[config.mk]
export PLATFORM = sky130hd
export DESIGN_NAME = qmca_peak_detect
export DESIGN_NICKNAME = d
export VERILOG_FILES = /design/src/rtl/qmca_pkg.sv /design/src/rtl/qmca_out_reg.sv /design/src/rtl/qmca_peak_detect.sv
export SDC_FILE = /design/constraint.sdc
export NUM_CORES = 1
export LEC_CHECK = 0
export ABC_AREA = 0
export ABC_CLOCK_PERIOD_IN_PS = 5500
export CAP_MARGIN = 20
export CORE_MARGIN = 5
export CORE_UTILIZATION = 45
export CTS_CLUSTER_DIAMETER = 50
export DETAILED_ROUTE_END_ITERATION = 8
export HOLD_SLACK_MARGIN = 0.06
export PLACE_DENSITY_LB_ADDON = 0.12
export SLEW_MARGIN = 0
export SYNTH_ARGS = -nofsm -noshare
export SYNTH_HDL_FRONTEND = slang
export SYNTH_SLANG_ARGS = --single-unit
[constraint.sdc]
create_clock -name clk -period 5.5 [get_ports clk]
set_input_delay 0.825 -clock clk [delete_from_list [all_inputs] [get_ports clk]]
set_output_delay 0.825 -clock clk [all_outputs]
set_load 0.005 [all_outputs]
[src/rtl/qmca_pkg.sv]
// qmca_pkg
//   Shared definitions for the QMCA pulse-processing blocks: sample and
//   counter widths, the peak-detector FSM state encoding and a small
//   arithmetic helper used to apply the baseline correction.
package qmca_pkg;

  localparam int ADC_W  = 14;   // ADC sample width
  localparam int DROP_W = 16;   // dropped-result counter width
  localparam int CONF_W = 8;    // window / holdoff configuration width

  // Peak-detector FSM encoding
  localparam logic [1:0] ST_IDLE    = 2'd0;
  localparam logic [1:0] ST_ACQ     = 2'd1;
  localparam logic [1:0] ST_HOLDOFF = 2'd2;

  // Baseline-corrected height: a - b when a > b, otherwise zero.
  function automatic logic [ADC_W-1:0] sub_floor(input logic [ADC_W-1:0] a,
                                                 input logic [ADC_W-1:0] b);
    logic [ADC_W-1:0] r;
    if (a > b) begin
      r = a - b;
    end else begin
      r = {ADC_W{1'b0}};
    end
    return r;
  endfunction

endpackage

[src/rtl/qmca_out_reg.sv]
// qmca_out_reg
//   Single-entry valid/ready output register. A new word loads when the
//   register is empty or is being emptied on the same edge (no bubble).
//   A word offered while the register is full and not being read is
//   discarded and reported with a one-cycle overflow pulse (registered).
// Ports
//   clk, rst      : clock, synchronous active-high reset
//   in_valid      : a new word is offered this cycle
//   in_data       : the offered word
//   out_valid     : register holds a word
//   out_data      : the held word (stable until accepted)
//   out_ready     : consumer accepts the held word
//   overflow      : pulse, one offered word was discarded
module qmca_out_reg #(
  parameter int W = 8
) (
  input  logic         clk,
  input  logic         rst,
  input  logic         in_valid,
  input  logic [W-1:0] in_data,
  output logic         out_valid,
  output logic [W-1:0] out_data,
  input  logic         out_ready,
  output logic         overflow
);

  logic         valid_r;
  logic [W-1:0] data_r;
  logic         overflow_r;
  logic         load_s;
  logic         drop_s;

  // Load / discard decision for the offered word
  always_comb begin
    load_s = 1'b0;
    drop_s = 1'b0;
    if (in_valid) begin
      if (!valid_r || out_ready) begin
        load_s = 1'b1;
      end else begin
        drop_s = 1'b1;
      end
    end else begin
      load_s = 1'b0;
      drop_s = 1'b0;
    end
  end

  // Storage register with handshake-driven valid flag
  always_ff @(posedge clk) begin
    if (rst) begin
      valid_r    <= 1'b0;
      data_r     <= {W{1'b0}};
      overflow_r <= 1'b0;
    end else begin
      overflow_r <= drop_s;
      if (load_s) begin
        valid_r <= 1'b1;
        data_r  <= in_data;
      end else if (valid_r && out_ready) begin
        valid_r <= 1'b0;
      end else begin
        valid_r <= valid_r;
      end
    end
  end

  assign out_valid = valid_r;
  assign out_data  = data_r;
  assign overflow  = overflow_r;

endmodule

[src/rtl/qmca_peak_detect.sv]
// qmca_peak_detect
//   Triggered peak search on an ADC sample stream. A trigger in IDLE opens
//   a window of conf_window samples (0 counts as 1) starting with the
//   trigger sample; the largest sample is tracked, the baseline removed and
//   the result (height, trigger timestamp, pile-up flag) handed to a
//   single-entry valid/ready output register. After each window the block
//   stays dead for conf_holdoff cycles. Acquisition never waits for the
//   consumer: results that find the output register full are counted.
// Ports
//   clk, rst       : clock, synchronous active-high reset
//   sel_adc_in     : ADC sample stream
//   trig           : one-cycle trigger aligned with the crossing sample
//   conf_window    : samples per search window
//   conf_holdoff   : dead cycles after each window
//   conf_baseline  : baseline subtracted from the peak
//   peak_height    : baseline-corrected height
//   peak_ts        : timestamp counter value at the trigger
//   peak_pileup    : another trigger arrived inside the window
//   peak_valid     : result available
//   peak_ready     : consumer accepts the result
//   busy           : FSM in ACQ or HOLDOFF
//   drop_cnt       : saturating count of discarded results
module qmca_peak_detect
  import qmca_pkg::*;
#(
  parameter int TS_W = 32
) (
  input  logic              clk,
  input  logic              rst,
  input  logic [ADC_W-1:0]  sel_adc_in,
  input  logic              trig,
  input  logic [CONF_W-1:0] conf_window,
  input  logic [CONF_W-1:0] conf_holdoff,
  input  logic [ADC_W-1:0]  conf_baseline,
  output logic [ADC_W-1:0]  peak_height,
  output logic [TS_W-1:0]   peak_ts,
  output logic              peak_pileup,
  output logic              peak_valid,
  input  logic              peak_ready,
  output logic              busy,
  output logic [DROP_W-1:0] drop_cnt
);

  localparam int RES_W = ADC_W + TS_W + 1;

  logic [1:0]        state_r,    state_nxt;
  logic [CONF_W-1:0] idx_r,      idx_nxt;
  logic [ADC_W-1:0]  max_r,      max_nxt;
  logic [TS_W-1:0]   ts_r,       ts_nxt;
  logic              pileup_r,   pileup_nxt;
  logic [CONF_W-1:0] win_r,      win_nxt;
  logic [CONF_W-1:0] hold_r,     hold_nxt;
  logic [ADC_W-1:0]  base_r,     base_nxt;
  logic [CONF_W-1:0] hold_cnt_r, hold_cnt_nxt;
  logic [TS_W-1:0]   ts_cnt_r;
  logic              busy_r;
  logic [DROP_W-1:0] drop_cnt_r;

  logic [CONF_W-1:0] win_eff_s;
  logic [ADC_W-1:0]  trk_max_s;
  logic              done_s;
  logic [ADC_W-1:0]  res_max_s;
  logic [ADC_W-1:0]  res_base_s;
  logic [TS_W-1:0]   res_ts_s;
  logic              res_pile_s;
  logic [CONF_W-1:0] res_hold_s;
  logic [ADC_W-1:0]  res_height_s;
  logic [RES_W-1:0]  res_data_s;
  logic [RES_W-1:0]  out_data_s;
  logic              overflow_s;

  // Free-running timestamp, wraps naturally
  always_ff @(posedge clk) begin
    if (rst) begin
      ts_cnt_r <= {TS_W{1'b0}};
    end else begin
      ts_cnt_r <= ts_cnt_r + {{(TS_W-1){1'b0}}, 1'b1};
    end
  end

  // FSM and peak tracker next-state logic
  always_comb begin
    state_nxt    = state_r;
    idx_nxt      = idx_r;
    max_nxt      = max_r;
    ts_nxt       = ts_r;
    pileup_nxt   = pileup_r;
    win_nxt      = win_r;
    hold_nxt     = hold_r;
    base_nxt     = base_r;
    hold_cnt_nxt = hold_cnt_r;
    win_eff_s    = (conf_window == 8'd0) ? 8'd1 : conf_window;
    trk_max_s    = (sel_adc_in > max_r) ? sel_adc_in : max_r;
    done_s       = 1'b0;
    res_max_s    = max_r;
    res_base_s   = base_r;
    res_ts_s     = ts_r;
    res_pile_s   = pileup_r;
    res_hold_s   = hold_r;

    case (state_r)
      ST_IDLE: begin
        if (trig) begin
          max_nxt    = sel_adc_in;
          ts_nxt     = ts_cnt_r;
          pileup_nxt = 1'b0;
          win_nxt    = win_eff_s;
          hold_nxt   = conf_holdoff;
          base_nxt   = conf_baseline;
          idx_nxt    = 8'd1;
          if (win_eff_s == 8'd1) begin
            // One-sample window: the trigger sample is also the last one
            done_s       = 1'b1;
            res_max_s    = sel_adc_in;
            res_base_s   = conf_baseline;
            res_ts_s     = ts_cnt_r;
            res_pile_s   = 1'b0;
            res_hold_s   = conf_holdoff;
            hold_cnt_nxt = conf_holdoff;
            state_nxt    = (conf_holdoff != 8'd0) ? ST_HOLDOFF : ST_IDLE;
          end else begin
            state_nxt = ST_ACQ;
          end
        end else begin
          state_nxt = ST_IDLE;
        end
      end

      ST_ACQ: begin
        max_nxt    = trk_max_s;
        pileup_nxt = pileup_r | trig;
        if (idx_r == (win_r - 8'd1)) begin
          // Last sample: a trigger here only marks pile-up
          done_s       = 1'b1;
          res_max_s    = trk_max_s;
          res_pile_s   = pileup_r | trig;
          hold_cnt_nxt = hold_r;
          state_nxt    = (hold_r != 8'd0) ? ST_HOLDOFF : ST_IDLE;
        end else begin
          idx_nxt = idx_r + 8'd1;
        end
      end

      ST_HOLDOFF: begin
        // hold_cnt counts remaining dead cycles including this one
        if (hold_cnt_r <= 8'd1) begin
          state_nxt = ST_IDLE;
        end else begin
          hold_cnt_nxt = hold_cnt_r - 8'd1;
        end
      end

      default: begin
        state_nxt = ST_IDLE;
      end
    endcase
  end

  // FSM and tracker state registers
  always_ff @(posedge clk) begin
    if (rst) begin
      state_r    <= ST_IDLE;
      idx_r      <= {CONF_W{1'b0}};
      max_r      <= {ADC_W{1'b0}};
      ts_r       <= {TS_W{1'b0}};
      pileup_r   <= 1'b0;
      win_r      <= {CONF_W{1'b0}};
      hold_r     <= {CONF_W{1'b0}};
      base_r     <= {ADC_W{1'b0}};
      hold_cnt_r <= {CONF_W{1'b0}};
      busy_r     <= 1'b0;
    end else begin
      state_r    <= state_nxt;
      idx_r      <= idx_nxt;
      max_r      <= max_nxt;
      ts_r       <= ts_nxt;
      pileup_r   <= pileup_nxt;
      win_r      <= win_nxt;
      hold_r     <= hold_nxt;
      base_r     <= base_nxt;
      hold_cnt_r <= hold_cnt_nxt;
      busy_r     <= (state_nxt != ST_IDLE);
    end
  end

  assign res_height_s = sub_floor(res_max_s, res_base_s);
  assign res_data_s   = {res_height_s, res_ts_s, res_pile_s};

  qmca_out_reg #(
    .W (RES_W)
  ) u_out_reg (
    .clk       (clk),
    .rst       (rst),
    .in_valid  (done_s),
    .in_data   (res_data_s),
    .out_valid (peak_valid),
    .out_data  (out_data_s),
    .out_ready (peak_ready),
    .overflow  (overflow_s)
  );

  // Saturating count of results the output register could not take
  always_ff @(posedge clk) begin
    if (rst) begin
      drop_cnt_r <= {DROP_W{1'b0}};
    end else if (overflow_s && (drop_cnt_r != {DROP_W{1'b1}})) begin
      drop_cnt_r <= drop_cnt_r + {{(DROP_W-1){1'b0}}, 1'b1};
    end else begin
      drop_cnt_r <= drop_cnt_r;
    end
  end

  assign peak_height = out_data_s[RES_W-1 -: ADC_W];
  assign peak_ts     = out_data_s[TS_W:1];
  assign peak_pileup = out_data_s[0];
  assign busy        = busy_r;
  assign drop_cnt    = drop_cnt_r;

endmodule

==> results of run 1 <==
cells by family after synthesis:
kind of cell	count (synthesis)	share of synthesized area, %
xor gates and xnor gates	69	6.37
AOI/OAI and AO/OA	232	16.5
and+or+nand+nor	505	23.6
buffers and inverters	98	3.93
adders and majority gates	39	5.22
DFF	193	40.7
muxes	35	3.69
per-stage QoR:
stage          util [%]  cell area [um^2]  hold slack, ns  setup slack [ns]
3_3_place_gp       52.0             10900           0.441             0.117
3_5_place_dp       52.0             10900           0.447            0.0101
2_1_floorplan         -              9490           0.436             0.771
5_1_grt            54.7             11400           0.476           0.00852
4_1_cts            54.7             11400           0.457             0.424
6_report           54.7             11400           0.454             0.414
worst min path at each step:
stage	from	end	slack, ns	cells after the start
after floorplan	base_r[10]$_SDFFE_PP0P_	base_r[10]$_SDFFE_PP0P_	0.44	2
after global placement	base_r[8]$_SDFFE_PP0P_	base_r[8]$_SDFFE_PP0P_	0.44	2
after detailed placement	ts_r[26]$_SDFFE_PP0P_	ts_r[26]$_SDFFE_PP0P_	0.45	2
after CTS	ts_r[31]$_SDFFE_PP0P_	ts_r[31]$_SDFFE_PP0P_	0.46	2
after global routing	base_r[8]$_SDFFE_PP0P_	base_r[8]$_SDFFE_PP0P_	0.48	2
final	base_r[8]$_SDFFE_PP0P_	base_r[8]$_SDFFE_PP0P_	0.45	2
routing by layer:
| layer | part of all wire [%] | wire length, um | GRT usage, % | up-vias |
|---|---|---|---|---|
| met4 | 1.4 | 314 | 5.42 | 0 |
| met2 | 46 | 10700 | 31.7 | 141 |
| met1 | 49 | 11400 | 27.1 | 3820 |
| met3 | 3.9 | 895 | 3.42 | 21 |
| li1 | - | - | - | 4230 |
| met5 | 0 | 0 | 0 | - |
cell type report:
cell class	count	share of cell area [%]
clock buffer	18	3.75
clock inverter	14	1.25
inverter	30	0.985
multi-input combinational	880	46.0
sequential	193	33.8
tap	275	3.01
timing repair buffer	132	11.2
cells in the final DEF (no fill, tap or decap), drive strengths merged, types with 21 or more instances in the layout:
cell type / count
inv: 38
nand3: 36
buf: 21
dfxtp: 193
xnor2: 26
nor2: 110
a21oi: 99
xor2: 43
ha: 38
mux2i: 35
nand2: 262
clkdlybuf4s50: 111
a311oi: 33
power breakdown:
part	leakage [nW]	internal (mW)	total [mW]	switching (mW)
Clock	0.273	0.605	1.21	0.600
Combinational	2.16	0.209	0.481	0.272
Sequential	1.56	1.43	1.46	0.0307
Total	4.00	2.24	3.15	0.903
flip-flops by register name, summed over array words and instances (netlist names), 14 cells and up:
register / cells
base_r: 14
drop_cnt: 16
max_r: 14
ts_cnt_r: 32
ts_r: 32
u_out_reg.out_data: 47
worst max-delay path: cells and delay by family:
kind            cells  cell delay, ns
simple gates        3            0.85
xor+xnor            1            0.11
fa+ha+maj           3            0.96
buf+inv             2            0.51
compound gates     10            2.18
==> flow_summary.toml, run 1 <==
[place]
hpwl_um = 15800
place_inst = 1510
place.port_buffers = 112
gp_congestion = 0.913

[floorplan]
start_util_pct = 45.4
die_area_um2 = 24100
fp.coreArea_um2 = 20900
rows = 53
die_h_um = 155
die_width_um = 155
ios = 113

[final_layout]
layout-drive-gt1-share_pct = 5.21
syn_to_final_growth_pct = 20.5
final.fill_count = 2010
final_nets = 1341
seqCellArea_um2 = 3860
final_cells = 1542
multi_input_area_um2 = 5260
diodes = 0

[yosys]
ys_types = 61
synthTopCellsByCount = "nand2_1, dfxtp_1, nor2_1"
yosys.area.top_type = "dfxtp_1"
synth_flop_cell = "dfxtp_1"
ys.warnings.count = 0
yosys.area.top_type_share_pct = 40.7
synth_seq_cells = 193
yosysMostFrequentCell = "nand2_1"
synthTopCellsByArea = "dfxtp_1, nand2_1, a21oi_1"
synthCells = 1171
ys_async_sr_fraction_pct = 0
synth_fp_nets = 1258
synth_area_um2 = 9490
yosysSeqAreaShare_pct = 40.7
postSynthAreaPerCell_um2 = 8.10
synth_edf_count = 0

[detailed_routing]
drc = 0
viasPerCell = 5.33
vias = 8212
routed_wl_um = 23200
ant_nets = 0
wire_per_inst_um = 15.1
drtIter0Drc = 366
first_pass_iters = 4

[timing]
finalSetupViolations = 0
drv_slew = 0
finalCriticalPeriod_ns = 5.09
slew_headroom_pct = 34.9
worst_pin_slew_ns = 0.975
hold_violations = 0
grt_setup_unrepaired = "no"
finalSetupTns_ns = 0
fin_skew_ns = 0.0128
max_freq_mhz = 197
final.period_utilization_pct = 92.5

[global_route]
grt_overflow = 0
grt_pass1_wl_um = 39400
first_global_vias = 7921
grt_max_degree = 83
grtUsageTotal_pct = 19.6
antenna_found_initial = 0

[worst_setup_path]
critPathMaxFanout = 3
r2r.worst_path.cells = 19
cp.arrival_ns = 5.41
slowest_delay_ns = 0.46
r2r-end = "u_out_reg.out_data[45]$_SDFFE_PP0P_"
endpoint_kind = "flip-flop"
crit_path_cell_trace = "clkdlybuf4s50_1, ha_1, nand4_1, or2_2, a211o_1, o211ai_1, nor4b_1, o21bai_1, a22oi_1, ha_1, inv_1, fa_1, a211oi_1, o21a_1, o211ai_1, a211o_1, o21ai_0, xor2_1, o41ai_1"
r2r_start = "win_r[0]$_SDFFE_PP0P_"
cp_slowest_cell = "clkdlybuf4s50_1"
start_kind = "input port"
rrSetupSlack_ns = 0.57
worstSetupPathType = "input port to flip-flop"
crit_path_start = "sel_adc_in[11]"
crit_path_end = "u_out_reg.out_data[45]$_SDFFE_PP0P_"
cp_data_required_time_ns = 5.83

[clock_tree]
cts.sinks = 193
cts_buffer_depth = 2
cts_made_buffers = 17
cts_tree = "done"
cts_root_buffer = "clkbuf_16"
ctsHoldBuffers = 0
worst_skew_pair.late_latency_ns = 0.44
clkTransAtPathRegs_ns = 0.08
postCtsSetupRepairBufs = 0
cts-resized-gates = 0
cts-htree-levels = 4

[job]
max_cap_viol_count = 0

[pwr]
p_per_area_nw_per_um2 = 275
leakagePower_nw = 4.00
finalPower_mw = 3.15
vdd_ir_drop_max_v = 0.000230

[run_status]
status = "finished, final reports clean"

[worst_hold_path]
hold_class = "flip-flop to flip-flop"
Power figures use the tool's default switching activity.
==> inputs of run 2 (changes only) <==
ABC_CLOCK_PERIOD_IN_PS = unset   (was 5500)
==> results of run 2 <==
The final DEF is identical to that of run 1; final timing and power are the same.
==> inputs of run 3 (changes only) <==
CORE_UTILIZATION = 56   (was 45)
==> run 3 against run 2 <==
Net effect: fmax is 1.6% higher; critical endpoint is now u_out_reg.out_data[42]$_SDFFE_PP0P_; sequential share of layout area is 0.27 points higher; hold slack hardly changed; die area is 18% lower; highest routed layer unchanged.
==> flow_summary.toml, run 3 (same netlist as run 1, synthesis figures left out) <==
[detailed_routing]
drtIter0Drc = 607
wire_per_inst_um = 15.2
first_pass_iters = 5
vias = 8320
routed_wl_um = 22500
ant_nets = 0
drc = 0
viasPerCell = 5.60

[worst_setup_path]
worstSetupPathType = "input port to flip-flop"
slowest_delay_ns = 0.73
crit_path_cell_trace = "clkdlybuf4s50_1, ha_1, nand4_1, or2_2, a211o_1, o211ai_1, nor4b_2, o21bai_1, buf_4, a22o_1, ha_1, a211oi_1, o21a_1, o21a_1, a21oi_1, nand2_1, o31ai_1"
cp_slowest_cell = "a21oi_1"
r2r_start = "win_r[0]$_SDFFE_PP0P_"
crit_path_end = "u_out_reg.out_data[42]$_SDFFE_PP0P_"
r2r-end = "u_out_reg.out_data[42]$_SDFFE_PP0P_"
crit_path_start = "sel_adc_in[12]"
cp.depth = 17
cp_data_required_time_ns = 5.84
critPathMaxFanout = 12
crit_buf_inv = 2
endpoint_kind = "flip-flop"
r2r.worst_path.cells = 17
path_delay_family = "compound AO/OA/AOI/OAI gates"
rrSetupSlack_ns = 0.61
cp.arrival_ns = 5.35
start_kind = "input port"

[place]
hpwl_um = 15400
gp_congestion = 0.927
place_area_um2 = 10800
place.port_buffers = 112
pre_cts_ws_ns = -0.0328

[timing]
max_freq_mhz = 200
final.period_utilization_pct = 91.1
grt_setup_unrepaired = "no"
slew_headroom_pct = 35.3
setup_ws_ns = 0.492
fin_skew_ns = 0.0103
hold_violations = 0
finalCriticalPeriod_ns = 5.01
hold_ws_ns = 0.454
drv_slew = 0
worst_pin_slew_ns = 0.970
finalSetupViolations = 0
finalSetupTns_ns = 0

[final_layout]
design_area_um2 = 11300
layout-drive-gt1-share_pct = 4.90
largest_register_ff_count = 47
final_nets = 1339
multi_input_area_um2 = 5260
diodes = 0
syn_to_final_growth_pct = 19.6
final_cell_mix = "nand2_1, dfxtp_1, clkdlybuf4s50_1, nor2_1, a21oi_1"
final_common_cell = "nand2_1"
seqCellArea_um2 = 3860
final.fill_count = 1432

[global_route]
grt_max_degree = 94
grt_overflow = 0
antenna_found_initial = 0
grt_pass1_wl_um = 37800
grtUsageTotal_pct = 22.7
first_global_vias = 7713

[run_status]
status = "finished, final reports clean"

[floorplan]
start_util_pct = 57.2
ios = 113
die_h_um = 140
die_area_um2 = 19600
rows = 47
fp.coreArea_um2 = 16600
die_width_um = 140

[worst_hold_path]
hold_path_startpoint = "base_r[5]$_SDFFE_PP0P_"
hold_class = "flip-flop to flip-flop"

[clock_tree]
worst_skew_pair.late_latency_ns = 0.42
cts_buffer_depth = 2
cts-resized-gates = 0
cts-htree-levels = 4
cts_made_buffers = 17
clkTransAtPathRegs_ns = 0.07
cts_tree = "done"
postCtsSetupRepairBufs = 0
cts_root_buffer = "clkbuf_16"
ctsHoldBuffers = 0
cts.sinks = 193

[pwr]
finalPower_mw = 3.12
vdd_ir_drop_max_v = 0.000235
p_per_area_nw_per_um2 = 275
leakagePower_nw = 3.99

[job]
max_cap_viol_count = 0
-- run 3: worst reg2reg max path, stage by stage, from the launching register on --
cell	delay (ns)
dfxtp_1	0.46
inv_1	0.12
ha_1	0.28
o21ba_1	0.20
a221oi_1	0.31
a41o_1	0.20
o2111ai_4	0.24
nor4b_2	0.38
o21bai_1	0.16
buf_4	0.21
a22o_1	0.20
ha_1	0.38
a211oi_1	0.12
o21a_1	0.23
o21a_1	0.19
a21oi_1	0.73
nand2_1	0.16
o31ai_1	0.26
-- run 3: routing by layer --
| metal | up-vias | wire length, um | GRT usage, % |
|---|---|---|---|
| li1 | 4224 | - | - |
| met2 | 188 | 10400 | 36.3 |
| met1 | 3889 | 10700 | 31.9 |
| met5 | - | 0 | 0 |
| met3 | 19 | 1080 | 4.12 |
| met4 | 0 | 257 | 5.41 |
-- run 3: final cells by class --
type                       instances  area share [%]
sequential                       193            34.1
inverter                          30           0.993
tap                              220            2.43
clock inverter                    12            1.11
multi-input combinational        880            46.4
timing repair buffer             130            11.2
clock buffer                      20            3.85
-- run 3: stage by stage --
stage / cells / utilization, %
3_5_place_dp: 1453 / 65.0
5_1_grt: 1485 / 68.4
4_1_cts: 1485 / 68.4
2_1_floorplan: 1171 / -
3_3_place_gp: 1453 / 65.0
6_report: 1485 / 68.4
-- run 3: how the worst min path moves through the flow --
stage / end / cells after the start
global placement: base_r[1]$_SDFFE_PP0P_ / 2
detailed placement: base_r[8]$_SDFFE_PP0P_ / 2
global route: base_r[5]$_SDFFE_PP0P_ / 2
CTS: base_r[8]$_SDFFE_PP0P_ / 2
finish: base_r[5]$_SDFFE_PP0P_ / 2
floorplan: base_r[10]$_SDFFE_PP0P_ / 2
-- run 3: report_power, final --
group,internal [mW],total [mW],switching (mW)
clock network,0.637,1.18,0.547
logic,0.207,0.479,0.272
registers,1.43,1.46,0.0306
